--- config.mk ---
export PLATFORM = sky130hd
export DESIGN_NAME = fir_seq_mac
export DESIGN_NICKNAME = d
export VERILOG_FILES = /design/src/rtl/fir_seq_mac.sv
export SDC_FILE = /design/constraint.sdc
export NUM_CORES = 2
export LEC_CHECK = 0
export CORE_ASPECT_RATIO = 1.5
export CORE_MARGIN = 8
export CORE_UTILIZATION = 30
export DETAILED_ROUTE_END_ITERATION = 7
export RECOVER_POWER = 50
export SYNTH_ARGS = -nofsm -noshare
export SYNTH_HDL_FRONTEND = slang
export SYNTH_SLANG_ARGS = --single-unit
--- constraint.sdc ---
create_clock -name clock -period 8.2 [get_ports clock]
set_clock_uncertainty 0.1 [all_clocks]
set_input_delay 1.23 -clock clock [delete_from_list [all_inputs] [get_ports clock]]
set_output_delay 1.23 -clock clock [all_outputs]
set_load 0.005 [all_outputs]
--- src/rtl/fir_seq_mac.sv ---
// Time-multiplexed FIR: one signed multiplier and one accumulator shared by all taps.
// Shadow/active coefficient banks with deferred commit, round/saturate output, flush.
module fir_seq_mac #(
    parameter int unsigned D_W   = 16,
    parameter int unsigned C_W   = 12,
    parameter int unsigned TAPS  = 32,
    parameter int unsigned OUT_W = 12,
    parameter int unsigned SHIFT = 12
) (
    input  logic                        clock,
    input  logic                        reset,
    input  logic signed [D_W-1:0]       fir_in,
    input  logic                        in_valid,
    output logic                        in_ready,
    output logic signed [OUT_W-1:0]     fir_out,
    output logic                        out_valid,
    output logic                        sat,
    input  logic                        coeff_we,
    input  logic [$clog2(TAPS)-1:0]     coeff_addr,
    input  logic signed [C_W-1:0]       coeff_data,
    input  logic                        coeff_commit,
    input  logic                        clear
);

    localparam int unsigned A_W    = $clog2(TAPS);
    localparam int unsigned P_W    = D_W + C_W;
    localparam int unsigned ACC_W  = D_W + C_W + A_W;
    localparam int unsigned RND_SH = (SHIFT > 0) ? SHIFT - 1 : 0;
    localparam logic [ACC_W:0] RND =
        (SHIFT > 0) ? ({{ACC_W{1'b0}}, 1'b1} << RND_SH) : '0;
    localparam logic signed [ACC_W:0] MAX_O =
        {{(ACC_W - OUT_W + 2){1'b0}}, {(OUT_W - 1){1'b1}}};
    localparam logic signed [ACC_W:0] MIN_O =
        {{(ACC_W - OUT_W + 2){1'b1}}, {(OUT_W - 1){1'b0}}};

    typedef enum logic [1:0] {StIdle, StAccum, StRound} state_t;

    state_t                   r_state;
    logic signed [D_W-1:0]    r_x      [TAPS];
    logic signed [C_W-1:0]    r_shadow [TAPS];
    logic signed [C_W-1:0]    r_active [TAPS];
    logic signed [ACC_W-1:0]  r_acc;
    logic [A_W-1:0]           r_idx;
    logic                     r_pending;
    logic signed [OUT_W-1:0]  r_out;
    logic                     r_valid;
    logic                     r_sat;

    logic signed [C_W-1:0]    w_shadow_nxt [TAPS];
    logic                     w_commit;
    logic signed [P_W-1:0]    w_xe;
    logic signed [P_W-1:0]    w_he;
    logic signed [P_W-1:0]    w_prod;
    logic signed [ACC_W-1:0]  w_prod_ext;
    logic signed [ACC_W:0]    w_acc_ext;
    logic signed [ACC_W:0]    w_rnd;
    logic signed [ACC_W:0]    w_shifted;

    // Shadow contents as of this edge, so a same-cycle write is seen by a commit.
    always_comb begin
        w_shadow_nxt = r_shadow;
        if (coeff_we && (32'(coeff_addr) < TAPS)) begin
            w_shadow_nxt[coeff_addr] = coeff_data;
        end
    end

    assign w_commit   = (r_state == StIdle) && (coeff_commit || r_pending);
    assign w_xe       = {{C_W{r_x[r_idx][D_W-1]}}, r_x[r_idx]};
    assign w_he       = {{D_W{r_active[r_idx][C_W-1]}}, r_active[r_idx]};
    assign w_prod     = w_xe * w_he;
    assign w_prod_ext = {{A_W{w_prod[P_W-1]}}, w_prod};
    assign w_acc_ext  = {r_acc[ACC_W-1], r_acc};
    assign w_rnd      = w_acc_ext + $signed(RND);
    assign w_shifted  = w_rnd >>> SHIFT;

    assign in_ready  = (r_state == StIdle) && !reset;
    assign fir_out   = r_out;
    assign out_valid = r_valid;
    assign sat       = r_sat;

    always_ff @(posedge clock) begin
        if (reset) begin
            r_state   <= StIdle;
            r_acc     <= '0;
            r_idx     <= '0;
            r_pending <= 1'b0;
            r_out     <= '0;
            r_valid   <= 1'b0;
            r_sat     <= 1'b0;
            for (int unsigned k = 0; k < TAPS; k++) begin
                r_x[k]      <= '0;
                r_shadow[k] <= '0;
                r_active[k] <= '0;
            end
        end else begin
            r_shadow <= w_shadow_nxt;
            if (w_commit) begin
                r_active <= w_shadow_nxt;
            end
            if (r_state != StIdle) begin
                if (coeff_commit) r_pending <= 1'b1;
            end else begin
                r_pending <= 1'b0;
            end

            r_valid <= 1'b0;
            if (clear) begin
                r_state <= StIdle;
                r_acc   <= '0;
                r_idx   <= '0;
                for (int unsigned k = 0; k < TAPS; k++) r_x[k] <= '0;
            end else begin
                unique case (r_state)
                    StIdle: begin
                        if (in_valid) begin
                            r_x[0] <= fir_in;
                            for (int unsigned k = 1; k < TAPS; k++) r_x[k] <= r_x[k-1];
                            r_acc   <= '0;
                            r_idx   <= '0;
                            r_state <= StAccum;
                        end
                    end
                    StAccum: begin
                        r_acc <= r_acc + w_prod_ext;
                        r_idx <= r_idx + 1'b1;
                        if (r_idx == A_W'(TAPS - 1)) r_state <= StRound;
                    end
                    StRound: begin
                        if (w_shifted > MAX_O) begin
                            r_out <= MAX_O[OUT_W-1:0];
                            r_sat <= 1'b1;
                        end else if (w_shifted < MIN_O) begin
                            r_out <= MIN_O[OUT_W-1:0];
                            r_sat <= 1'b1;
                        end else begin
                            r_out <= w_shifted[OUT_W-1:0];
                            r_sat <= 1'b0;
                        end
                        r_valid <= 1'b1;
                        r_state <= StIdle;
                    end
                    default: r_state <= StIdle;
                endcase
            end
        end
    end

endmodule

==> qor.csv <==
metric,value,unit
utilization,33.7,%
clk_pin_slew,0.07,ns
final_area,0.0706,mm²
cts_tree,built,
syn_to_final_growth,12.1,%
reg2reg_depth,21,
ys_ff_latch,1340,
numCtsBuffers,115,
firstDrtPassIters,7,
critPathMaxStageDelay,0.57,ns
setup-violations-final,0,
drive_above_1_share,12.1,%
via_per_inst,4.77,
fmax,127,MHz
required,8.71,ns
synthTopCellsByArea,"dfxtp_1 (27%), edfxtp_1 (24%), mux4_2 (10%)",
final-max-slew-violation-count,1454,
crit_path_end,r_acc[28]$_SDFFE_PP0P_,
ir_drop,0.166,mV
fin_nets,5524,
cts_max_level,3,
netlist.area_leader.share,26.8,%
min_path_type,reg2reg,
syn_nets,5637,
routedWlPerCell,18.0,µm
cap_violations,15,
core_area,0.209,mm²
grt_setup_unrepaired,false,
cts_sinks,1340,
grt_pass1_wl,231000,µm
crit_family,adder cells,
hold_viol_final,0,
drt-initial-drc-count,2572,
die_h,577,µm
leakage,27.5,nW
worst_slew_pin_slew,4.92,ns
path_class,reg2reg,
r2r_slack,0.30,ns
seq_area_frac_synth,50.5,%
num_vias,38557,
synth_top_area_cell,dfxtp_1,
ant_nets,0,
ys.flop_type,dfxtp_1,
die-area,0.225,mm²
synth_edf_count,496,
place_area,0.0667,mm²
syn_area_per_cell,11.9,µm²
grt_pass1_vias,39469,
start_util,30.1,%
async_flop_share,0,%
final_cell_mix,"nor2_1 (895), dfxtp_1 (837), edfxtp_1 (496)",
clk_latency,0.73,ns
finalWirelength,146000,µm
violations,"capacitance limit, slew limit",
grt_usage,12.7,%
gp_congestion,0.855,
crit_path_cell_trace,buf_4 -> mux4_2 -> mux4_2 -> mux2i_2 -> nor2_1 -> fa_1 -> inv_1 -> fa_1 -> inv_1 -> fa_1 -> fa_1 -> fa_1 -> ha_1 -> ha_1 -> a21oi_1 -> o21ai_0 -> o21ai_0 -> a2111o_1 -> a21oi_1 -> or3_1 -> a32o_1,
synth.distinct_cells,64,
drc,0,
grt_antenna_before_repair,7,
dp_cells,7861,
multi_input_area,0.0287,mm²
fin_crit_sh,96.4,%
cp_max_fo,24,
critical_path.startpoint_type,register,
status,finished with violations,
crit_path_frequent_cell,fa_1,
regArea,0.0318,mm²
grt_max_degree,295,
arrival,8.42,ns
power.density,200,mW/mm²
placementRows,206,
syn_inst,5283,
dp.final_hpwl,94900,µm
power,14.1,mW
ioPinCount,54,
clockBufferDepth,3,
fill_cells,20930,
min_period,7.90,ns
grt.overflow.total,0,
worst-path-buf-inv,3,
port_buffers,53,
syn_area,0.0630,mm²
cpMaxStageDelayCell,mux4_2,
final_cells,8079,
setup_tns,0,ns
cp.depth,21,
slew_headroom,-228,%
r2r-end,r_acc[28]$_SDFFE_PP0P_,
die_w,390,µm
cts-root-buf,clkbuf_16,
yosys_warnings,0,
final_common_cell,nor2_1,
crit_path_end_kind,register,
## stage by stage
step	worst slack, ns	hold WS (ns)
after floorplan	0.700	0.354
after global placement	-0.112	0.367
after detailed placement	-0.113	0.377
after CTS	0.0354	0.393
after global routing	0.00384	0.406
final	0.296	0.388
## worst min-delay path by stage
stage	end	slack, ns	depth (start not counted)	startpoint
detailed placement	r_shadow[90]$_SDFF_PP0_	0.38	2	r_shadow[90]$_SDFF_PP0_
finish	r_shadow[22]$_SDFF_PP0_	0.39	2	r_shadow[22]$_SDFF_PP0_
global route	r_shadow[11]$_SDFF_PP0_	0.41	2	r_shadow[11]$_SDFF_PP0_
global placement	r_shadow[124]$_SDFF_PP0_	0.37	2	r_shadow[124]$_SDFF_PP0_
CTS	r_shadow[92]$_SDFF_PP0_	0.39	2	r_shadow[92]$_SDFF_PP0_
floorplan	r_acc[8]$_SDFFE_PP0P_	0.35	2	r_acc[8]$_SDFFE_PP0P_
## Yosys cell counts, drive strengths merged, types with 6 or more instances
master and number:
a211oi 388, a21o 14, a21oi 51, a22oi 35, and2 515, and3 9, buf 116, clkbuf 294
dfxtp 844, edfxtp 496, fa 227, ha 88, inv 214, mux2 18, mux2i 397, mux4 280
nand2 140, nand2b 22, nand3 23, nand3b 6, nand4 6, nor2 895, nor2b 52, nor3 11
o21ai 32, or3 8, xnor2 29, xor2 15
## metal layers
metal  up-vias  share of wire [%]  track usage (%)
met1     19421                 42             15.6
met4         2                2.9             4.08
met5         -             0.0089                0
met3       237                3.8             1.95
met2       644                 51             22.8
li1      18253                  -                -
## cells by family after synthesis
group | Yosys count | share of synthesized area [%]
simple gates | 1706 | 12.8
mux | 695 | 16.7
fa+ha+maj | 315 | 8.96
xor+xnor | 44 | 0.612
buf+inv | 624 | 4.00
flops | 1340 | 50.5
compound gates | 559 | 6.39
## final cells by class
cell class              instances  share of cell area, %
flip-flops and latches       1340                   45.1
repair buffers                180                   2.47
diodes                          3                 0.0106
clock inverters                49                  0.844
well taps                    2808                   4.98
inverters                     214                   1.14
multi-input cells            3319                   40.7
clock buffers                 166                   4.85
## worst register-to-register path, cell delays in order (launching register included)
cell and delay (ns):
dfxtp_4 0.43, buf_4 0.43, mux4_2 0.59, mux4_2 0.52, mux2i_2 0.45, nor2_1 0.14
fa_1 0.55, inv_1 0.05, fa_1 0.48, inv_1 0.05, fa_1 0.48, fa_1 0.57
fa_1 0.41, ha_1 0.28, ha_1 0.35, a21oi_1 0.22, o21ai_0 0.17, o21ai_0 0.51
a2111o_1 0.32, a21oi_1 0.10, or3_1 0.36, a32o_1 0.26
## registers in the layout (all words and copies together), names as in the netlist, named ones only
name,cells
r_pending,1
fir_out,12
out_valid,1
r_x,512
r_active,384
r_acc,33
r_idx,5
sat,1
r_shadow,384
r_state,2
## report_power, final
part / internal [mW] / total (mW) / leakage, nW / switching [mW]
Combinational: 0.432 / 1.08 / 12.9 / 0.649
Sequential: 7.16 / 7.29 / 12.6 / 0.132
Clock: 3.23 / 5.76 / 1.99 / 2.54
Total: 10.8 / 14.1 / 27.5 / 3.32
## what timing repair did
action                     4_1_cts  5_1_grt
gates resized for setup          1        6
setup buffers                    0        0
pin swaps                        0        0
hold buffers                     0        0
setup endpoints to repair        1        6
No activity file was read; power rests on OpenSTA's default activity.
